--- config.mk ---
export PLATFORM = sky130hd
export DESIGN_NAME = sobel_grad_pipe
export DESIGN_NICKNAME = d
export VERILOG_FILES = /design/src/rtl/sobel_pkg.sv /design/src/rtl/sobel_dir_quant.sv /design/src/rtl/sobel_grad_pipe.sv
export SDC_FILE = /design/constraint.sdc
export NUM_CORES = 1
export LEC_CHECK = 0
export ABC_AREA = 0
export CORE_MARGIN = 4
export CORE_UTILIZATION = 55
export CTS_CLUSTER_SIZE = 28
export DETAILED_ROUTE_END_ITERATION = 16
export PLACE_DENSITY = 0.88
export SLEW_MARGIN = 10
export SYNTH_ARGS = -nofsm -noshare
export SYNTH_HDL_FRONTEND = slang
export SYNTH_HIERARCHICAL = 1
export SYNTH_SLANG_ARGS = --single-unit
--- constraint.sdc ---
create_clock -name i_clk -period 3.9 [get_ports i_clk]
set_clock_uncertainty 0.1 [all_clocks]
set_input_delay 0.78 -clock i_clk [delete_from_list [all_inputs] [get_ports i_clk]]
set_output_delay 0.78 -clock i_clk [all_outputs]
set_load 0.02 [all_outputs]
--- src/rtl/sobel_pkg.sv ---
// ---------------------------------------------------------------------------
// sobel_pkg
// Shared types and constants for the Sobel gradient post-processor.
//   mag_mode_e    : magnitude approximation select (code 3 is reserved and
//                   handled like MAG_MAXHALF by the datapath)
//   dir_e         : 4-sector quantised gradient direction
//   edge_class_e  : hysteresis edge class
//   TAN_NUM/SHIFT : tan(22.5 deg) ~= TAN_NUM / 2^TAN_SHIFT = 13/32
// ---------------------------------------------------------------------------
package sobel_pkg;

   typedef enum logic [1:0] {
      MAG_MAXHALF = 2'd0,
      MAG_L1      = 2'd1,
      MAG_MAX38   = 2'd2
   } mag_mode_e;

   typedef enum logic [1:0] {
      DIR_0   = 2'd0,
      DIR_45  = 2'd1,
      DIR_90  = 2'd2,
      DIR_135 = 2'd3
   } dir_e;

   typedef enum logic [1:0] {
      EDGE_NONE   = 2'd0,
      EDGE_WEAK   = 2'd1,
      EDGE_STRONG = 2'd2
   } edge_class_e;

   localparam int TAN_NUM   = 13;
   localparam int TAN_SHIFT = 5;

endpackage

--- src/rtl/sobel_dir_quant.sv ---
// ---------------------------------------------------------------------------
// sobel_dir_quant
// Combinational 4-sector direction decision for non-max suppression.
// Ports:
//   i_gx13, i_gx32 : |gx|*13 and |gx|*32 (unsigned, PW bits)
//   i_gy13, i_gy32 : |gy|*13 and |gy|*32 (unsigned, PW bits)
//   i_sx, i_sy     : sign flags of the original gx / gy (1 = negative)
//   o_dir          : quantised direction
// ---------------------------------------------------------------------------
module sobel_dir_quant
   import sobel_pkg::*;
#(
   parameter int PW = 16
) (
   input  logic [PW-1:0] i_gx13,
   input  logic [PW-1:0] i_gx32,
   input  logic [PW-1:0] i_gy13,
   input  logic [PW-1:0] i_gy32,
   input  logic          i_sx,
   input  logic          i_sy,
   output dir_e          o_dir
);

   // Horizontal sector wins ties against the 22.5 deg line, so a zero
   // gradient lands in DIR_0. Diagonal sectors split on sign agreement.
   always_comb begin
      o_dir = DIR_0;
      if (i_gy32 <= i_gx13) begin
         o_dir = DIR_0;
      end else if (i_gy13 >= i_gx32) begin
         o_dir = DIR_90;
      end else if (i_sx == i_sy) begin
         o_dir = DIR_45;
      end else begin
         o_dir = DIR_135;
      end
   end

endmodule

--- src/rtl/sobel_grad_pipe.sv ---
// ---------------------------------------------------------------------------
// sobel_grad_pipe
// Three-stage gradient post-processor between the Sobel convolution and
// non-max suppression. One sample per cycle, latency 3, no backpressure.
// Parameters:
//   NBIT : width of signed gx/gy inputs
//   MAGW : magnitude / threshold width, must be >= NBIT+1 so the L1 sum of
//          two full-scale negative inputs (2^NBIT) still fits
// Ports:
//   i_clk, i_rst_n         : clock, asynchronous active-low reset
//   i_data_valid           : gx/gy/mode/thresholds valid this cycle
//   gx, gy                 : signed Sobel gradients
//   i_mode                 : magnitude approximation select (per sample)
//   i_thr_low, i_thr_high  : hysteresis thresholds (per sample)
//   o_data_valid           : outputs valid this cycle
//   module_g               : gradient magnitude
//   o_dir                  : quantised direction
//   o_edge_class           : hysteresis edge class
// ---------------------------------------------------------------------------
module sobel_grad_pipe
   import sobel_pkg::*;
#(
   parameter int NBIT = 11,
   parameter int MAGW = NBIT + 1
) (
   input  logic                   i_clk,
   input  logic                   i_rst_n,
   input  logic                   i_data_valid,
   input  logic signed [NBIT-1:0] gx,
   input  logic signed [NBIT-1:0] gy,
   input  logic [1:0]             i_mode,
   input  logic [MAGW-1:0]        i_thr_low,
   input  logic [MAGW-1:0]        i_thr_high,
   output logic                   o_data_valid,
   output logic [MAGW-1:0]        module_g,
   output logic [1:0]             o_dir,
   output logic [1:0]             o_edge_class
);

   localparam int PW = NBIT + 5;

   // ---------------- S1 ----------------
   logic [NBIT-1:0] w_ax;
   logic [NBIT-1:0] w_ay;

   // Negating the most negative value yields the same bit pattern, which read
   // as unsigned is exactly 2^(NBIT-1), so no wrap handling is needed.
   assign w_ax = gx[NBIT-1] ? $unsigned(-gx) : $unsigned(gx);
   assign w_ay = gy[NBIT-1] ? $unsigned(-gy) : $unsigned(gy);

   logic            r_v1;
   logic [NBIT-1:0] r_ax1;
   logic [NBIT-1:0] r_ay1;
   logic            r_sx1;
   logic            r_sy1;
   logic [1:0]      r_mode1;
   logic [MAGW-1:0] r_tl1;
   logic [MAGW-1:0] r_th1;

   always_ff @(posedge i_clk or negedge i_rst_n) begin
      if (!i_rst_n) begin
         r_v1    <= 1'b0;
         r_ax1   <= '0;
         r_ay1   <= '0;
         r_sx1   <= 1'b0;
         r_sy1   <= 1'b0;
         r_mode1 <= '0;
         r_tl1   <= '0;
         r_th1   <= '0;
      end else begin
         r_v1 <= i_data_valid;
         if (i_data_valid) begin
            r_ax1   <= w_ax;
            r_ay1   <= w_ay;
            r_sx1   <= gx[NBIT-1];
            r_sy1   <= gy[NBIT-1];
            r_mode1 <= i_mode;
            r_tl1   <= i_thr_low;
            r_th1   <= i_thr_high;
         end
      end
   end

   // ---------------- S2 ----------------
   logic [NBIT-1:0] w_mx;
   logic [NBIT-1:0] w_mn;
   logic [PW-1:0]   w_gx13;
   logic [PW-1:0]   w_gx32;
   logic [PW-1:0]   w_gy13;
   logic [PW-1:0]   w_gy32;

   assign w_mx   = (r_ax1 >= r_ay1) ? r_ax1 : r_ay1;
   assign w_mn   = (r_ax1 >= r_ay1) ? r_ay1 : r_ax1;
   assign w_gx13 = PW'(r_ax1) * PW'(TAN_NUM);
   assign w_gy13 = PW'(r_ay1) * PW'(TAN_NUM);
   assign w_gx32 = PW'(r_ax1) << TAN_SHIFT;
   assign w_gy32 = PW'(r_ay1) << TAN_SHIFT;

   logic            r_v2;
   logic [NBIT-1:0] r_mx2;
   logic [NBIT-1:0] r_mn2;
   logic [NBIT-1:0] r_ax2;
   logic [NBIT-1:0] r_ay2;
   logic [PW-1:0]   r_gx13;
   logic [PW-1:0]   r_gx32;
   logic [PW-1:0]   r_gy13;
   logic [PW-1:0]   r_gy32;
   logic            r_sx2;
   logic            r_sy2;
   logic [1:0]      r_mode2;
   logic [MAGW-1:0] r_tl2;
   logic [MAGW-1:0] r_th2;

   always_ff @(posedge i_clk or negedge i_rst_n) begin
      if (!i_rst_n) begin
         r_v2    <= 1'b0;
         r_mx2   <= '0;
         r_mn2   <= '0;
         r_ax2   <= '0;
         r_ay2   <= '0;
         r_gx13  <= '0;
         r_gx32  <= '0;
         r_gy13  <= '0;
         r_gy32  <= '0;
         r_sx2   <= 1'b0;
         r_sy2   <= 1'b0;
         r_mode2 <= '0;
         r_tl2   <= '0;
         r_th2   <= '0;
      end else begin
         r_v2 <= r_v1;
         if (r_v1) begin
            r_mx2   <= w_mx;
            r_mn2   <= w_mn;
            r_ax2   <= r_ax1;
            r_ay2   <= r_ay1;
            r_gx13  <= w_gx13;
            r_gx32  <= w_gx32;
            r_gy13  <= w_gy13;
            r_gy32  <= w_gy32;
            r_sx2   <= r_sx1;
            r_sy2   <= r_sy1;
            r_mode2 <= r_mode1;
            r_tl2   <= r_tl1;
            r_th2   <= r_th1;
         end
      end
   end

   // ---------------- S3 ----------------
   logic [MAGW-1:0] w_mxE;
   logic [MAGW-1:0] w_mnE;
   logic [MAGW-1:0] w_mag;
   edge_class_e     w_cls;
   dir_e            w_dir;

   assign w_mxE = MAGW'(r_mx2);
   assign w_mnE = MAGW'(r_mn2);

   // Mode 3 is reserved and falls through to the max + min/2 approximation.
   always_comb begin
      w_mag = w_mxE + (w_mnE >> 1);
      case (r_mode2)
         MAG_L1:    w_mag = MAGW'(r_ax2) + MAGW'(r_ay2);
         MAG_MAX38: w_mag = w_mxE + (w_mnE >> 2) + (w_mnE >> 3);
         default:   w_mag = w_mxE + (w_mnE >> 1);
      endcase
   end

   // Strong test first, so an inverted threshold pair still reports strong.
   always_comb begin
      w_cls = EDGE_NONE;
      if (w_mag >= r_th2) begin
         w_cls = EDGE_STRONG;
      end else if (w_mag >= r_tl2) begin
         w_cls = EDGE_WEAK;
      end
   end

   sobel_dir_quant #(
      .PW (PW)
   ) u_dir_quant (
      .i_gx13 (r_gx13),
      .i_gx32 (r_gx32),
      .i_gy13 (r_gy13),
      .i_gy32 (r_gy32),
      .i_sx   (r_sx2),
      .i_sy   (r_sy2),
      .o_dir  (w_dir)
   );

   logic            r_v3;
   logic [MAGW-1:0] r_mag3;
   dir_e            r_dir3;
   edge_class_e     r_cls3;

   always_ff @(posedge i_clk or negedge i_rst_n) begin
      if (!i_rst_n) begin
         r_v3   <= 1'b0;
         r_mag3 <= '0;
         r_dir3 <= DIR_0;
         r_cls3 <= EDGE_NONE;
      end else begin
         r_v3 <= r_v2;
         if (r_v2) begin
            r_mag3 <= w_mag;
            r_dir3 <= w_dir;
            r_cls3 <= w_cls;
         end
      end
   end

   assign o_data_valid = r_v3;
   assign module_g     = r_mag3;
   assign o_dir        = r_dir3;
   assign o_edge_class = r_cls3;

endmodule

==> results of run 1 <==
-- worst min-delay path, delay by kind of cell (launching register included) --
family / cells / cell delay, ns
DFF: 1 / 0.35
AOI/OAI and AO/OA: 1 / 0.06
and+or+nand+nor: 1 / 0.05
-- metrics by stage --
stage,std cells,area [um^2],util,setup TNS [ns]
finish,1661,14100,0.644,-0.545
global route,1661,14100,0.644,-0.771
CTS,1659,14000,0.642,-0.317
detailed placement,1623,13400,0.613,-0.585
global placement,1623,13400,0.613,-0.401
floorplan,1285,12200,-,-0.00603
-- report_power, final --
group          switching, mW  total, mW  internal [mW]
Clock                  0.834       1.69          0.859
Combinational           2.87       5.36           2.49
Sequential             0.353       2.46           2.11
-- cells by family (layout without fill, tap and decap cells) --
family,Yosys count,count (layout),synth area share
buffers and inverters,226,322,0.0704
AO/OA/AOI/OAI,322,322,0.172
other,1,12,0.000308
flip-flops,166,166,0.341
AND/OR/NAND/NOR,251,251,0.107
multiplexers,75,75,0.0691
XOR/XNOR,52,52,0.0374
adder cells (fa/ha/maj),181,181,0.203
-- sequential cells by signal (all words and copies together) (netlist names), 2 cells and up --
register / count
r_mode2: 2
r_tl1: 12
r_gx13: 13
r_gy32: 11
r_mx2: 11
o_dir: 2
r_gy13: 13
r_ax1: 11
module_g: 12
r_gx32: 11
o_edge_class: 2
r_th1: 12
r_ay1: 11
r_mode1: 2
r_mn2: 10
r_th2: 12
r_tl2: 12
-- what timing repair did --
item,4_1_cts,5_1_grt
gates resized for setup,8,4
setup endpoints to repair,2,2
pin swaps,7,3
cloned,0,0
hold endpoints to repair,0,0
buffers inserted,4,2
-- layout make-up --
| class | instances | area, um^2 | share of cell area |
|---|---|---|---|
| inverters | 178 | 668 | 0.0475 |
| clock inverters | 15 | 146 | 0.0104 |
| flip-flops and latches | 166 | 4160 | 0.296 |
| well taps | 280 | 350 | 0.0249 |
| multi-input cells | 893 | 7270 | 0.518 |
| repair buffers | 112 | 1030 | 0.0733 |
| clock buffers | 17 | 425 | 0.0303 |
-- final timing paths --
kind / end / slack, ns / depth (start not counted)
setup / recovery: o_edge_class[0] / -0.34 / 17
hold / removal: r_tl2[1] / 0.39 / 2
hold reg to reg: r_tl2[1] / 0.39 / 2
min in group asynchronous: r_v1 / 0.40 / 1
setup reg to reg: o_edge_class[0] / -0.34 / 17
max in group asynchronous: r_gx32[9] / 2.42 / 2
-- routing by layer --
metal  share of wire  vias up  GRT usage
li1                -     4674          -
met1            0.41     4942      0.327
met2            0.50      405      0.449
met3           0.062      101     0.0445
met4           0.033        0     0.0996
met5               0        -          0
-- layout by cell type (no fill, tap or decap), types with 22 or more instances in the layout --
master,netlist,final
sky130_fd_sc_hd__nor2_1,41,41
sky130_fd_sc_hd__inv_1,178,177
sky130_fd_sc_hd__mux2_2,68,67
sky130_fd_sc_hd__xnor2_1,29,29
sky130_fd_sc_hd__nor2b_1,28,27
sky130_fd_sc_hd__a31oi_1,31,31
sky130_fd_sc_hd__buf_4,0,43
sky130_fd_sc_hd__clkdlybuf4s50_1,0,65
sky130_fd_sc_hd__xor2_1,23,23
sky130_fd_sc_hd__nand4b_1,22,22
sky130_fd_sc_hd__a21oi_1,72,72
sky130_fd_sc_hd__o211ai_1,26,26
sky130_fd_sc_hd__ha_1,154,153
sky130_fd_sc_hd__o21ai_0,88,85
sky130_fd_sc_hd__dfrtp_1,166,164
sky130_fd_sc_hd__nand2_1,86,86
sky130_fd_sc_hd__fa_1,27,26
==> impl_metrics.yaml, run 1 <==
timing:
  fmaxAchievable_mhz: 236
  maxSlewHeadroom: 0.321
  fin_crit_ns: 4.24
  final_max_slew_viol_count: 0
  postLayoutSetupSlackWorst_ns: -0.335
  timing.final.hold_violations: 0
  timing_worst_slew_pin_value_ns: 1.02
  hold_slack_ns: 0.390
  report.final.setup_viol: 2
  final.period_utilization: 1.09
  grt_setup_unrepaired: "yes"
setup_path:
  crit_arrival_ns: 4.43
  cp-end-kind: "flip-flop"
  crit_path_max_incr_delay_ns: 0.59
  startpoint_type_of_the_worst_setup_path: "flip-flop"
  critical_path_buf_inv_count: 1
  criticalPathCategory: "reg -> reg"
  worst_setup_path_startpoint: "r_mn2[3]"
  r2r_start: "r_mn2[3]"
  family_with_the_most_delay_on_the_worst_path: "adder cells"
  worst-endpoint-required_ns: 4.09
  worst_path_max_delay_cell: "sky130_fd_sc_hd__fa_1"
  worstPathCellList: "fa_1, ha_2, inv_2, fa_2, nor2b_2, o31a_2, o21ai_2, mux2_4, a211oi_4, a22oi_2, ha_1, a211o_1, a21oi_1, o21ai_1, a221o_1, nand2_1, o22ai_1"
  cp_max_fo: 4
floorplanning:
  dieHeight_um: 157
  placementRows: 54
  die_w_um: 157
  top_level_ports: 68
  floorplan.initialDensity: 0.558
  core_region_area_um2: 21800
  dieArea_um2: 24600
logic_synthesis:
  synth_area_um2: 12200
  synth-seq-cells: 166
  netlist-cell-type-count: 73
  number_of_flops_mapped_to_enable_cells_by_yosys: 0
  ys_dominant_reg_cell: "sky130_fd_sc_hd__dfrtp_1"
  yosys-top-cells-count: "178 x sky130_fd_sc_hd__inv_1, 166 x sky130_fd_sc_hd__dfrtp_1, 154 x sky130_fd_sc_hd__ha_1"
  ys_top_cells_by_area: "sky130_fd_sc_hd__dfrtp_1 34%, sky130_fd_sc_hd__ha_1 16%, sky130_fd_sc_hd__mux2_2 6.3%"
  synth_area_leader_cell: "sky130_fd_sc_hd__dfrtp_1"
  ys_seq_area_frac: 0.341
  asyncSetResetFlopFracSynth: 1.00
  ys.warnings.count: 6
  synth.avg_cell_area_um2: 9.56
  yosys.cell_count.top_type: "sky130_fd_sc_hd__inv_1"
  syn-instance-count: 1274
  synth_top_cell_area_share: 0.341
clock_network:
  cts-root-buf: "sky130_fd_sc_hd__clkbuf_16"
  cts.sink_count: 166
  cts_tree: "yes"
  cts_buffers: 17
  cts.clk_slew.worst_paths_ns: 0.08
  cts-root-to-sink-buffers: 2
  cts_hold_buf: 0
  clock_latency_ns: 0.44
  ctsHtreeMaxLevel: 4
grt:
  grt_pass1_vias: 10400
  grt_antenna_before_repair: 0
  grt_max_degree: 115
  residual_overflow_from_global_routing: 0
  wire_length_of_the_first_global_routing_pass_mm: 51.4
  gr-usage-all-layers: 0.260
run:
  cap_violations: 0
place:
  place_worst_setup_slack_ns: -0.297
  place.detailed.hpwl_mm: 22.9
  io_buffer_count: 67
  globalplace.congestion: 0.974
drt:
  drc_violation_total_after_the_first_tritonroute_iteration: 803
  post_drt_wl_per_cell_um: 18.8
  route.vias.total: 10100
  detail_route.vias_per_cell: 6.09
  ant_nets: 0
  dr.pass1.iters: 5
  drc_errors: 0
  route.final.wire_length_mm: 31.2
final_layout:
  area_growth_syn_to_layout_pct: 15.4
  finalNetCount: 1600
  diodes: 0
  fillCellCount: 1593
  drive_gt1_frac: 0.130
pwr:
  power_density_nw_per_um2: 677
  power.static_leakage_nw: 6.69
  total_power_mw: 9.51
  peakVddDrop_uv: 401
outcome:
  failing_checks: "negative setup slack"
  outcome: "finished, violations left"
worst_hold_path:
  hold_path.startpoint: "r_tl1[1]"
  worst_hold_path_type: "reg -> reg"
No activity file was read; power rests on OpenSTA's default activity.
==> inputs of run 2 (changes only) <==
SKIP_CTS_REPAIR_TIMING = 1   (was default)
==> run 2 against run 1 <==
The flow still finishes with violations (negative setup slack). Non-clock buffer count down 1. Register-to-register slack worse by 0.05 ns. Critical path depth unchanged. Global-route usage down 0.12 points. Clock power about the same. Cell count about the same. Critical path type unchanged.
==> impl_metrics.yaml, run 2 (same netlist as run 1, synthesis figures left out) <==
outcome:
  failing_checks: "negative setup slack"
  outcome: "finished, violations left"
setup_path:
  criticalPathCategory: "reg -> reg"
  worstPathCellList: "fa_1, ha_2, inv_2, fa_2, nor2b_2, o31a_2, o21ai_2, mux2_4, a211oi_4, a22oi_2, ha_1, a211o_1, a21oi_1, o21ai_1, a221o_1, nand2_1, o22ai_1"
  worst-endpoint-required_ns: 4.09
  cp_max_fo: 4
  crit_arrival_ns: 4.47
  crit_path_max_incr_delay_ns: 0.56
  startpoint_type_of_the_worst_setup_path: "flip-flop"
  cp-end-kind: "flip-flop"
  worst_path_max_delay_cell: "sky130_fd_sc_hd__fa_1"
floorplanning:
  floorplan.initialDensity: 0.558
  top_level_ports: 68
  die_w_um: 157
  core_region_area_um2: 21800
  dieArea_um2: 24600
  placementRows: 54
  dieHeight_um: 157
drt:
  ant_nets: 0
  detail_route.vias_per_cell: 6.03
  dr.pass1.iters: 5
  route.final.wire_length_mm: 31.0
  route.vias.total: 10000
  drc_violation_total_after_the_first_tritonroute_iteration: 855
  post_drt_wl_per_cell_um: 18.6
  drc_errors: 0
timing:
  fin_tns_setup_ns: -0.662
  final.period_utilization: 1.10
  fin_crit_ns: 4.29
  final_max_slew_viol_count: 0
  grt_setup_unrepaired: "yes"
  timing_worst_slew_pin_value_ns: 1.01
  postLayoutSetupSlackWorst_ns: -0.386
  timing.final.hold_violations: 0
  fmaxAchievable_mhz: 233
  hold_slack_ns: 0.390
  report.final.setup_viol: 2
  maxSlewHeadroom: 0.324
final_layout:
  diodes: 0
  layout.cells.most_common_list: "177 x sky130_fd_sc_hd__inv_1, 164 x sky130_fd_sc_hd__dfrtp_1, 153 x sky130_fd_sc_hd__ha_1"
  drive_gt1_frac: 0.130
  layout.cells.most_common: "sky130_fd_sc_hd__inv_1"
  reg.largest.list: "r_gx13: 13 flops, r_gy13: 13 flops"
  area_growth_syn_to_layout_pct: 15.4
  finalNetCount: 1599
  number_of_cells_in_the_finished_layout_apart_from_fillers: 1660
grt:
  grt_antenna_before_repair: 0
  grt_max_degree: 115
  grt_pass1_vias: 10400
  residual_overflow_from_global_routing: 0
  wire_length_of_the_first_global_routing_pass_mm: 51.2
  gr-usage-all-layers: 0.259
clock_network:
  cts_buffers: 17
  cts.sink_count: 166
  ctsHtreeMaxLevel: 4
  cts_tree: "yes"
  cts-root-to-sink-buffers: 2
  clock_latency_ns: 0.44
  cts-root-buf: "sky130_fd_sc_hd__clkbuf_16"
  cts.clk_slew.worst_paths_ns: 0.07
pwr:
  power.static_leakage_nw: 6.68
  peakVddDrop_uv: 398
  power_density_nw_per_um2: 675
run:
  cap_violations: 0
place:
  io_buffer_count: 67
  place.detailed.hpwl_mm: 22.9
  numPlacedInstances: 1623
  globalplace.congestion: 0.974
worst_hold_path:
  worst_hold_path_type: "in -> async"
run 2: changes by cell type in the layout (fill, tap and decap cells not counted):
cell	change
sky130_fd_sc_hd__buf_4	-1
run 2: worst paths after layout:
path                           from         endpoint  slack [ns]  depth (start not counted)
max                        r_mn2[3]  o_edge_class[0]       -0.39                         17
min                         i_rst_n             r_v1        0.39                          1
max reg2reg                r_mn2[3]  o_edge_class[0]       -0.39                         17
min reg2reg                r_tl1[1]         r_tl2[1]        0.39                          2
max in group asynchronous   i_rst_n        r_gx32[9]        2.44                          2
min in group i_clk         r_tl1[1]         r_tl2[1]        0.39                          2
run 2: final cells by class:
class	instances	area (um^2)
Multi-Input combinational cell	893	7270
Timing Repair Buffer	111	1020
Tap cell	280	350
Inverter	178	668
Clock buffer	17	425
Fill cell	1592	7780
Clock inverter	15	146
Sequential cell	166	4160
run 2: power by group:
| group | total, mW | leakage, nW | internal (mW) | switching [mW] |
|---|---|---|---|---|
| Clock | 1.68 | 0.285 | 0.859 | 0.822 |
| Combinational | 5.34 | 4.41 | 2.48 | 2.86 |
| Sequential | 2.46 | 1.98 | 2.11 | 0.354 |
| Total | 9.48 | 6.68 | 5.45 | 4.03 |
run 2: metrics by stage:
| stage | cell area (um^2) | total power, mW | setup WS [ns] | utilization |
|---|---|---|---|---|
| after global routing | 14000 | 10.2 | -0.468 | 0.644 |
| after global placement | 13400 | 7.21 | -0.207 | 0.613 |
| after floorplan | 12200 | 5.98 | -0.00603 | - |
| after detailed placement | 13400 | 7.48 | -0.297 | 0.613 |
| final | 14000 | 9.48 | -0.386 | 0.644 |
| after CTS | 14000 | 9.28 | -0.395 | 0.639 |
run 2: metal layers:
| metal | global-route usage | wire [um] | vias to the layer above |
|---|---|---|---|
| met2 | 0.448 | 15600 | 352 |
| met1 | 0.327 | 12500 | 4892 |
| met4 | 0.0942 | 918 | 0 |
| met5 | 0 | 0 | - |
| met3 | 0.0437 | 1860 | 83 |
| li1 | - | - | 4677 |
run 2: worst max-delay path: cells and delay by family (launching register included):
family / cells / cell delay, ns
muxes: 1 / 0.32
and+or+nand+nor: 2 / 0.23
buffers and inverters: 1 / 0.05
DFF: 1 / 0.46
AOI/OAI and AO/OA: 9 / 1.52
adders and majority gates: 4 / 1.46
